### src/rtl/decode_session_controller.sv
// Host-side session sequencer for the Helios decoder: START once, then HEADER + measurement bytes per shot, collecting each result.
// Optional build macro DECODE_TIMEOUT_EN adds a WAIT_RES watchdog and a sticky timeout output.
module decode_session_controller #(
  parameter int         BYTES_PER_ROUND    = 1,
  parameter int         MEASUREMENT_ROUNDS = 2,
  parameter logic [7:0] START_MSG          = 8'h01,
  parameter logic [7:0] HEADER_MSG         = 8'h02,
  parameter int         RESULT_BYTES       = 3
`ifdef DECODE_TIMEOUT_EN
  ,
  parameter int         TIMEOUT_CYCLES     = 4096
`endif
) (
  input  logic        clk,
  input  logic        reset_n,
  input  logic        start,
  input  logic [15:0] num_shots,
  output logic        busy,
  input  logic [7:0]  meas_data,
  input  logic        meas_valid,
  output logic        meas_ready,
  output logic [7:0]  dec_data,
  output logic        dec_valid,
  input  logic        dec_ready,
  input  logic [7:0]  res_data,
  input  logic        res_valid,
  output logic        res_ready,
  output logic        result_valid,
  output logic [7:0]  iterations,
  output logic [15:0] cycles,
  output logic [15:0] shot_index,
`ifdef DECODE_TIMEOUT_EN
  output logic        timeout,
`endif
  output logic        session_done
);

  // state      | meaning
  // IDLE       | waiting for start
  // SEND_START | presenting START_MSG to the decoder
  // SEND_HDR   | presenting HEADER_MSG for the next shot
  // SEND_MEAS  | measurement bytes pass straight through to the decoder
  // WAIT_RES   | waiting for result byte0 (iterations)
  // RECV_RES   | collecting the remaining result bytes
  // DONE       | session finished, session_done follows
  typedef enum logic [2:0] {
    S_IDLE, S_SEND_START, S_SEND_HDR, S_SEND_MEAS, S_WAIT_RES, S_RECV_RES, S_DONE
  } state_e;

  localparam int          MEAS_PER_SHOT = BYTES_PER_ROUND * MEASUREMENT_ROUNDS;
  localparam logic [15:0] MEAS_LAST     = 16'(MEAS_PER_SHOT - 1);
  localparam logic [7:0]  RES_LAST      = 8'(RESULT_BYTES - 1);

  state_e      state_q, state_d;
  logic [15:0] shots_total_q, shots_total_d;
  logic [15:0] shot_index_q, shot_index_d;
  logic [15:0] byte_cnt_q, byte_cnt_d;
  logic [7:0]  res_cnt_q, res_cnt_d;
  logic [7:0]  iter_stage_q, iter_stage_d;
  logic [7:0]  cyc_hi_q, cyc_hi_d;
  logic [7:0]  cyc_lo_q, cyc_lo_d;
  logic [7:0]  iterations_q, iterations_d;
  logic [15:0] cycles_q, cycles_d;
  logic        result_valid_q, result_valid_d;
  logic        session_done_q, session_done_d;
  logic        busy_q, busy_d;
  logic        shot_fin;
  logic        last_shot;
`ifdef DECODE_TIMEOUT_EN
  localparam logic [31:0] TO_LAST = 32'(TIMEOUT_CYCLES - 1);
  logic [31:0] wait_cnt_q, wait_cnt_d;
  logic        timeout_q, timeout_d;
`endif

  assign last_shot = (({1'b0, shot_index_q} + 17'd1) == {1'b0, shots_total_q});

  always_comb begin
    state_d        = state_q;
    shots_total_d  = shots_total_q;
    shot_index_d   = shot_index_q;
    byte_cnt_d     = byte_cnt_q;
    res_cnt_d      = res_cnt_q;
    iter_stage_d   = iter_stage_q;
    cyc_hi_d       = cyc_hi_q;
    cyc_lo_d       = cyc_lo_q;
    iterations_d   = iterations_q;
    cycles_d       = cycles_q;
    result_valid_d = 1'b0;
    session_done_d = (state_q == S_DONE);
    shot_fin       = 1'b0;
`ifdef DECODE_TIMEOUT_EN
    wait_cnt_d     = wait_cnt_q;
    timeout_d      = timeout_q;
`endif
    case (state_q)
      S_IDLE: begin
        if (start) begin
          shots_total_d = (num_shots == 16'd0) ? 16'd1 : num_shots;
          shot_index_d  = 16'd0;
          state_d       = S_SEND_START;
`ifdef DECODE_TIMEOUT_EN
          timeout_d     = 1'b0;
`endif
        end
      end
      S_SEND_START: begin
        if (dec_ready) state_d = S_SEND_HDR;
      end
      S_SEND_HDR: begin
        if (dec_ready) begin
          byte_cnt_d = 16'd0;
          state_d    = S_SEND_MEAS;
        end
      end
      S_SEND_MEAS: begin
        if (meas_valid && dec_ready) begin
          byte_cnt_d = byte_cnt_q + 16'd1;
          if (byte_cnt_q == MEAS_LAST) begin
            state_d = S_WAIT_RES;
`ifdef DECODE_TIMEOUT_EN
            wait_cnt_d = 32'd0;
`endif
          end
        end
      end
      S_WAIT_RES: begin
        if (res_valid) begin
          iter_stage_d = res_data;
          res_cnt_d    = 8'd1;
          if (RESULT_BYTES == 1) shot_fin = 1'b1;
          else                   state_d  = S_RECV_RES;
        end
`ifdef DECODE_TIMEOUT_EN
        else if (wait_cnt_q == TO_LAST) begin
          timeout_d = 1'b1;
          state_d   = S_DONE;
        end else begin
          wait_cnt_d = wait_cnt_q + 32'd1;
        end
`endif
      end
      S_RECV_RES: begin
        if (res_valid) begin
          if (res_cnt_q == 8'd1) cyc_hi_d = res_data;
          if (res_cnt_q == 8'd2) cyc_lo_d = res_data;
          res_cnt_d = res_cnt_q + 8'd1;
          if (res_cnt_q == RES_LAST) shot_fin = 1'b1;
        end
      end
      S_DONE:  state_d = S_IDLE;
      default: state_d = S_IDLE;
    endcase

    // Results are staged and committed together so outputs only change with result_valid.
    if (shot_fin) begin
      result_valid_d = 1'b1;
      iterations_d   = iter_stage_d;
      cycles_d       = {cyc_hi_d, cyc_lo_d};
      shot_index_d   = shot_index_q + 16'd1;
      state_d        = last_shot ? S_DONE : S_SEND_HDR;
    end

    busy_d = (state_d != S_IDLE);
  end

  always_ff @(posedge clk or negedge reset_n) begin
    if (!reset_n) begin
      state_q        <= S_IDLE;
      shots_total_q  <= '0;
      shot_index_q   <= '0;
      byte_cnt_q     <= '0;
      res_cnt_q      <= '0;
      iter_stage_q   <= '0;
      cyc_hi_q       <= '0;
      cyc_lo_q       <= '0;
      iterations_q   <= '0;
      cycles_q       <= '0;
      result_valid_q <= 1'b0;
      session_done_q <= 1'b0;
      busy_q         <= 1'b0;
`ifdef DECODE_TIMEOUT_EN
      wait_cnt_q     <= '0;
      timeout_q      <= 1'b0;
`endif
    end else begin
      state_q        <= state_d;
      shots_total_q  <= shots_total_d;
      shot_index_q   <= shot_index_d;
      byte_cnt_q     <= byte_cnt_d;
      res_cnt_q      <= res_cnt_d;
      iter_stage_q   <= iter_stage_d;
      cyc_hi_q       <= cyc_hi_d;
      cyc_lo_q       <= cyc_lo_d;
      iterations_q   <= iterations_d;
      cycles_q       <= cycles_d;
      result_valid_q <= result_valid_d;
      session_done_q <= session_done_d;
      busy_q         <= busy_d;
`ifdef DECODE_TIMEOUT_EN
      wait_cnt_q     <= wait_cnt_d;
      timeout_q      <= timeout_d;
`endif
    end
  end

  // Stream handshakes decode straight from the state flop so reset drops them at once.
  always_comb begin
    dec_valid  = 1'b0;
    dec_data   = 8'h00;
    meas_ready = 1'b0;
    res_ready  = 1'b0;
    case (state_q)
      S_SEND_START: begin
        dec_valid = 1'b1;
        dec_data  = START_MSG;
      end
      S_SEND_HDR: begin
        dec_valid = 1'b1;
        dec_data  = HEADER_MSG;
      end
      S_SEND_MEAS: begin
        dec_valid  = meas_valid;
        dec_data   = meas_data;
        meas_ready = dec_ready;
      end
      S_WAIT_RES, S_RECV_RES: res_ready = 1'b1;
      default: ;
    endcase
  end

  assign busy         = busy_q;
  assign result_valid = result_valid_q;
  assign iterations   = iterations_q;
  assign cycles       = cycles_q;
  assign shot_index   = shot_index_q;
  assign session_done = session_done_q;
`ifdef DECODE_TIMEOUT_EN
  assign timeout      = timeout_q;
`endif

endmodule

### config.mk
export PLATFORM = sky130hd
export DESIGN_NAME = decode_session_controller
export DESIGN_NICKNAME = d
export VERILOG_FILES = /design/src/rtl/decode_session_controller.sv
export SDC_FILE = /design/constraint.sdc
export NUM_CORES = 1
export LEC_CHECK = 0
export CAP_MARGIN = 10
export CORE_MARGIN = 8
export CORE_UTILIZATION = 63
export CTS_CLUSTER_DIAMETER = 120
export DETAILED_ROUTE_END_ITERATION = 8
export DONT_BUFFER_PORTS = 1
export PLACE_DENSITY = 0.89
export SLEW_MARGIN = 10
export SYNTH_ARGS = -nofsm -noshare
export SYNTH_HDL_FRONTEND = slang
export SYNTH_SLANG_ARGS = --single-unit
export TNS_END_PERCENT = 1
### constraint.sdc
create_clock -name clk -period 2.6 [get_ports clk]
set_input_delay 0.26 -clock clk [delete_from_list [all_inputs] [get_ports clk]]
set_output_delay 0.26 -clock clk [all_outputs]
set_load 0.1 [all_outputs]
Word-level counts from Yosys, hierarchy flattened. Cells that the tools add are included.

Register bits after elaboration: 110. Bits in latches: 0. RAM bits: 0. Memory bits (read-only): 0. Input bits: 38. Output and inout bits: 54. Logic and storage cells: 80. Memories: 0.

Add/sub/neg operators: 4. Multiply operators: 0. Divide/modulo/power cells: 0. Order comparisons: 0. Eq/ne operators: 14. Shifts and indexed selects: 0. Muxes and demuxes: 35. Bitwise logic cells: 0. Reduce and logical (&&, ||, !) cells: 14.

Operators with widths (number): 16-bit 2-to-1 mux (6); 8-bit 2-to-1 mux (10); 16-bit by 1-bit adder with 16-bit output (second input constant) (2); 16-bit one-hot mux with 2 select lines (1); 3-bit 2-to-1 mux (8); 8-bit one-hot mux with 3 select lines (1); 3-bit one-hot mux with 6 select lines (1); 16-bit by 1-bit adder with 17-bit output (second input constant) (1); 17-bit by 16-bit equality test with 1-bit output (1); 16-bit by 1-bit equality test with 1-bit output (second input constant) (1); 16-bit logical NOT (1); 8-bit one-hot mux with 2 select lines (1); 3-bit equality test (second input constant) (3); 8-bit by 1-bit adder with 8-bit output (second input constant) (1); 8-bit by 1-bit equality test with 1-bit output (second input constant) (1); 8-bit by 2-bit equality test with 1-bit output (second input constant) (1); 2-bit != test (second input constant) (4); 2-bit nonzero test (4); 3-bit by 2-bit equality test with 1-bit output (second input constant) (2); 1-bit 2-to-1 mux (6); 3-bit AND reduction (2); 2-bit AND reduction (2); 2-bit OR reduction (2); 3-bit by 1-bit equality test with 1-bit output (second input constant) (1); 4 further kinds (4).

Logic depth before layout (Yosys ltp). Gate-level depths: netlist of the first run.

Word-level depth: 6. Gate-level depth with buffers: 8. Depth with buffers taken out: 7.

Least setup slack after synthesis of the first run. No wires, ideal clock.

Path type: register to output. Start: reg state_q[0]. End: out dec_data[0]. Arrival time: 3082 ps. Required time: 2340 ps. Slack: -742 ps. Stages on the path, launching flop included: 4. Cell sequence: dfrtp_1 -> clkbuf_1 -> clkbuf_1 -> nor3b_1.

Longest elaborated chain between the ends: 2. Elaborated cells on any way between the ends: 4.

Ends and longest elaborated chain: start, declared (line 54) `state_e state_q, state_d;`; start signal, assigned (line 186) `state_q <= state_d;`; 3-bit by 2-bit equality test with 1-bit output / 3-bit by 1-bit equality test with 1-bit output (equally long branches) (line 212) `case (state_q)`; 8-bit one-hot mux with 3 select lines (*) (line 212); end, declared (line 22) `output logic [7:0] dec_data,`.

Mark *: on every way between the ends. The rest lies on a longest branch, timed or not.

Final worst setup path of the first run.
Start: reg state_q[0]. End: reg cycles_q[3] (netlist: cycles[3]).

Longest elaborated chain between the ends: 2. Elaborated cells on any way between the ends: 3.

Ends and longest elaborated chain: 3-bit equality test (*) (line 95) `case (state_q)`; 8-bit 2-to-1 mux / 1-bit 2-to-1 mux (equally long branches) (line 95); end signal, assigned (line 195) `cycles_q <= cycles_d;`; end, declared (line 63) `logic [15:0] cycles_q, cycles_d;`.

Marked as above. A chain may end at the register's enable or synchronous reset.

==> impl_metrics.toml, run 1 <==
[status]
outcome = "finished with violations"
violations = "negative hold slack"

[timing]
setup_viol = 0
fmax_mhz = 448
holdWs_ns = -0.443
fin_crit_ns = 2.23
drv_slew = 0
period_share = 0.859
hold_viol_final = 102
tightest_slew_ns = 0.949
rsz0062_at_grt = "no"
fin_setup_tns_ns = 0
slew_headroom = 0.367
clock_skew_ns = 0.0278

[placed_design]
io_buffers = 0
hpwl_mm = 8.97
finalWeightedCongestion = 0.887
placed_cells = 656

[clocking]
post_cts_resized = 0
cts_tree = "built"
clkTransAtPathRegs_ns = 0.12
h-tree-depth = 3
cts_sinks = 102
cts-buffers-inserted = 9
worstSkewPairLatency_ns = 0.38
cts_setup_buffers = 0
ctsHoldBuffers = 5
cts-root-buf = "clkbuf_8"
clock_path_buffers = 2

[run]
drv_cap = 0

[worst_setup_path]
critPathCaptureType = "flop"
crit_type = "reg -> reg"
cp_max_fo = 24
startpoint_type = "flop"
cp.required_ns = 2.85
cp.arrival_ns = 2.48

[grt]
grt.met1_usage = 0.267
grt_pass1_wl_mm = 20.3
use_met3 = 0.0623
grt_usage = 0.220
grt_max_degree = 103
grt_pass1_vias = 4059
antenna_found_initial = 0
grt-busiest-layer = "met2"
met2_usage = 0.366
overflow = 0

[routing]
drc = 0
drtIter0Drc = 222
first_pass_iters = 6
ant_nets = 0
wl_per_cell_um = 18.8
wl_mm = 12.7
vias_per_cell = 6.13
dr_total_vias = 4149

[floorplanning]
die-area_um2 = 11600
fp.dieW_um = 108
die_h_um = 108
start_util = 0.648
core_area_um2 = 8180
num_rows = 33
pin_count = 92

[power_and_ir_drop]
p_per_area_nw_per_um2 = 804
vdd_drop_max_mv = 0.398
leakagePower_nw = 2.78

[layout]
final_nets = 611
syn2layout_area_growth_pct = 10.2
drive_gt1_frac = 0.185
antennaDiodeCount = 0
layout.cells.non_filler = 677

[yosys]
synth_edf_count = 0
synth_fp_nets = 589
yosysUniqueCellTypes = 64
synth_largest_area_cell = "dfrtp_1"
synth_top_flop_cell = "dfrtp_1"
ys.warnings.count = 0
synthCells = 545
synthTopCellsByArea = "dfrtp_1 48%, nand2_1 7.0%, mux2_2 6.6%"
yosysTopAreaCellShare = 0.482
mappedNetlistArea_um2 = 5290
ys_seq_area_frac = 0.482
avgSynthCellArea_um2 = 9.71
synth-seq-cells = 102
synthArstFlopShare = 1.00

[worst_hold_path]
worstHoldPathType = "in -> async"
-- layer usage --
metal,part of all wire,vias to the layer above
met5,0,-
met2,0.51,154
li1,-,1946
met1,0.39,2021
met4,0.023,0
met3,0.076,28
-- worst paths after layout --
check | startpoint | to | slack [ns] | cells after the start
max | state_q[0] | cycles[3] | 0.37 | 5
min | reset_n | byte_cnt_q[15] | -0.44 | 0
max reg2reg | state_q[0] | cycles[3] | 0.37 | 5
min reg2reg | res_cnt_q[7] | res_cnt_q[7] | 0.49 | 1
max in group asynchronous | reset_n | iter_stage_q[2] | 2.84 | 0
min in group clk | res_data[0] | cycles[0] | 0 | 2
-- layout make-up --
type	count	area, um^2
Multi-Input combinational cell	399	2550
Clock inverter	7	93.8
Fill cell	585	2340
Clock buffer	9	124
Tap cell	105	131
Sequential cell	102	2550
Inverter	12	45.0
Timing Repair Buffer	43	335
-- power by group --
group          internal (mW)  switching (mW)  total, mW
combinational          0.568           0.961       1.53
clock                  0.395           0.654       1.05
sequential              1.80           0.316       2.11
total                   2.76            1.93       4.69
-- synthesized netlist by cell type (3+ instances only) --
master / instances
a21oi_1: 18
nor2b_1: 5
clkbuf_1: 10
mux2i_1: 4
o211ai_1: 4
o21ai_0: 33
xor2_1: 17
inv_1: 12
and4_1: 4
nor3_1: 8
or3_1: 9
mux2_2: 31
o21ai_1: 4
nand2_1: 99
buf_2: 16
nor2_1: 32
ha_1: 6
nand3b_1: 3
nor4_1: 8
nand3_1: 16
buf_6: 4
and3_1: 15
xnor2_1: 10
o31ai_1: 8
dfrtp_1: 102
and2_1: 7
nand4_1: 10
nand2b_1: 4
-- critical path: stages (launching register included) --
cell and delay (ns):
dfrtp_1 0.68, and4b_1 0.41, nand3_2 0.44, buf_4 0.40
nand2_1 0.09, nand2_1 0.08
-- flip-flops by register name, summed over array words and instances (netlist names) --
register,count
busy,1
byte_cnt_q,16
cyc_hi_q,8
cycles,16
iter_stage_q,8
iterations,8
res_cnt_q,8
result_valid,1
session_done,1
shot_index,16
shots_total_q,16
state_q,3
-- cell families after synthesis --
group	share of synthesized area
compound gates	0.0957
xor+xnor	0.0447
fa+ha+maj	0.0142
buf+inv	0.0421
flops	0.482
mux	0.0735
simple gates	0.248
-- placed cells by master, fill, tap and decap left out, types with 8 or more instances in the layout --
cell / synthesis / routed
xnor2_1: 10 / 10
nor4_1: 8 / 8
o31ai_1: 8 / 8
nand4_1: 10 / 10
nor3_1: 8 / 8
and3_1: 15 / 15
inv_1: 12 / 12
nor2_1: 32 / 32
or3_1: 9 / 9
a21oi_1: 18 / 18
o21ai_0: 33 / 33
mux2_2: 31 / 31
dfrtp_1: 102 / 102
nand3_1: 16 / 16
nand2_1: 99 / 99
buf_4: 2 / 38
clkbuf_8: 0 / 9
xor2_1: 17 / 17
-- metrics by stage --
stage / hold slack (ns) / utilization / power (mW) / worst slack (ns) / area, um^2
after floorplan: -0.0356 / - / 3.28 / -0.575 / 5300
after global placement: -0.0322 / 0.681 / 3.58 / 0.504 / 5570
after detailed placement: -0.0321 / 0.681 / 3.66 / 0.439 / 5570
after CTS: -0.451 / 0.714 / 4.69 / 0.403 / 5830
after global routing: -0.456 / 0.714 / 4.89 / 0.218 / 5830
final: -0.443 / 0.714 / 4.69 / 0.367 / 5830
Note: power is estimated with default switching activity, not from simulation.
==> run 2, diff against run 1 <==
--- a/config.mk
+++ b/config.mk
@@ -5,6 +5,7 @@
 export SDC_FILE = /design/constraint.sdc
 export NUM_CORES = 1
 export LEC_CHECK = 0
+export ABC_AREA = 1
 export CAP_MARGIN = 10
 export CORE_MARGIN = 8
 export CORE_UTILIZATION = 63
==> impl_metrics.toml, run 2 <==
[yosys]
avgSynthCellArea_um2 = 7.85
synth_largest_area_cell = "dfrtp_1"
synthArstFlopShare = 1.00
synth_fp_nets = 707
synth_edf_count = 0
ys.warnings.count = 0
synth_common_cells = "165 x nand2_1, 102 x dfrtp_1, 95 x inv_1"
yosysMostFrequentCell = "nand2_1"
synth-seq-cells = 102
yosysTopAreaCellShare = 0.491
synth_top_flop_cell = "dfrtp_1"
mappedNetlistArea_um2 = 5200
synthCells = 663
ys_seq_area_frac = 0.491
yosysUniqueCellTypes = 35
synthTopCellsByArea = "dfrtp_1 49%, nand2_1 12%, inv_1 6.9%"

[worst_setup_path]
crit_type = "reg -> out"
startpoint_type = "flop"
cp.required_ns = 2.34
cp.arrival_ns = 1.99
critPathCaptureType = "output pin"
cp_max_fo = 9

[placed_design]
placed_cells = 785
hpwl_mm = 9.75
finalWeightedCongestion = 0.998
io_buffers = 0

[power_and_ir_drop]
p_per_area_nw_per_um2 = 821
power_mw = 4.76
vdd_drop_max_mv = 0.776
leakagePower_nw = 2.86

[status]
outcome = "finished with violations"
violations = "negative hold slack"

[grt]
grt_pass1_vias = 4617
grt_pass1_wl_mm = 21.6
grt_max_degree = 103
antenna_found_initial = 0
overflow = 0
grt_usage = 0.234

[clocking]
clock_path_buffers = 2
h-tree-depth = 3
post_cts_resized = 0
cts-buffers-inserted = 9
cts_sinks = 102
ctsHoldBuffers = 5
cts-root-buf = "clkbuf_8"
worstSkewPairLatency_ns = 0.38
cts_setup_buffers = 0
cts_tree = "built"
clkTransAtPathRegs_ns = 0.11

[timing]
clock_skew_ns = 0.0149
hold_viol_final = 102
drv_slew = 0
rsz0062_at_grt = "no"
period_share = 0.864
slew_headroom = 0.356
fin_crit_ns = 2.25
fin_setup_tns_ns = 0
fmax_mhz = 445
holdWs_ns = -0.445
tightest_slew_ns = 0.966
setup_viol = 0

[layout]
layout.cells.non_filler = 806
syn2layout_area_growth_pct = 11.3
antennaDiodeCount = 0
drive_gt1_frac = 0.126
final_nets = 740
layout_commonest_cell = "nand2_1"
final_cell_mix = "165 x nand2_1, 102 x dfrtp_1, 95 x inv_1"

[floorplanning]
die_h_um = 107
die-area_um2 = 11400
core_area_um2 = 8090
num_rows = 33
pin_count = 92
fp.dieW_um = 107
start_util = 0.643

[routing]
dr_total_vias = 4670
vias_per_cell = 5.79
wl_per_cell_um = 16.4
drc = 0
first_pass_iters = 6
drtIter0Drc = 351
ant_nets = 0
wl_mm = 13.2

[run]
drv_cap = 0

[worst_hold_path]
worstHoldPathType = "in -> async"
-- run 2: cell types whose count changed after synthesis, moves of 12 or more --
cell and delta:
nand3_1 +36, nor2_1 +12, o21ai_1 +23, and3_1 -14, inv_1 +83, mux2_2 -31, xor2_1 -13, nand2_1 +66
-- run 2: routing by layer --
layer | GRT usage | part of all wire
met4 | 0.116 | 0.041
met2 | 0.389 | 0.49
met3 | 0.0792 | 0.11
met5 | 0 | 0
met1 | 0.264 | 0.36
-- run 2: per-stage QoR --
stage | utilization | worst slack, ns | instance area, um^2
final | 0.716 | 0.354 | 5790
after global routing | 0.716 | 0.209 | 5790
after CTS | 0.716 | 0.336 | 5790
after detailed placement | 0.683 | 0.658 | 5530
after global placement | 0.683 | 0.745 | 5530
after floorplan | - | 0.121 | 5210
-- run 2: kinds of logic after synthesis --
kind of cell | Yosys count | share of synthesized area
adder cells (fa/ha/maj) | 6 | 0.0144
AO/OA/AOI/OAI | 110 | 0.116
buffers and inverters | 119 | 0.0875
flip-flops | 102 | 0.491
AND/OR/NAND/NOR | 319 | 0.277
XOR/XNOR | 7 | 0.0144
-- run 2: report_power, final --
group / internal [mW] / total [mW] / switching (mW)
sequential: 1.82 / 2.05 / 0.231
clock: 0.387 / 1.02 / 0.635
combinational: 0.450 / 1.68 / 1.23
total: 2.66 / 4.76 / 2.10
-- run 2: worst max-delay path, cell delays in order (launching register included) --
cell     delay, ns
dfrtp_1       0.45
nor2_2        0.19
inv_1         0.09
nor2_1        0.28
inv_2         0.19
nor2_2        0.12
buf_4         0.29
-- run 2: cell type report --
cell class | count | area, um^2
clock buffer | 9 | 124
clock inverter | 7 | 87.6
fill | 607 | 2300
inverter | 105 | 394
multi-input combinational | 442 | 2220
sequential | 102 | 2550
tap | 105 | 131
timing repair buffer | 36 | 283
-- run 2: final timing paths --
| check | start | slack (ns) | end | cells after the start |
|---|---|---|---|---|
| max in group asynchronous | reset_n | 2.88 | shots_total_q[9] | 0 |
| setup reg to reg | shot_index[1] | 0.51 | state_q[2] | 11 |
| hold / removal | reset_n | -0.45 | byte_cnt_q[6] | 0 |
| setup / recovery | state_q[2] | 0.35 | dec_data[3] | 6 |
| min in group clk | num_shots[5] | 0.01 | shots_total_q[5] | 2 |
| hold reg to reg | state_q[0] | 0.51 | session_done | 1 |
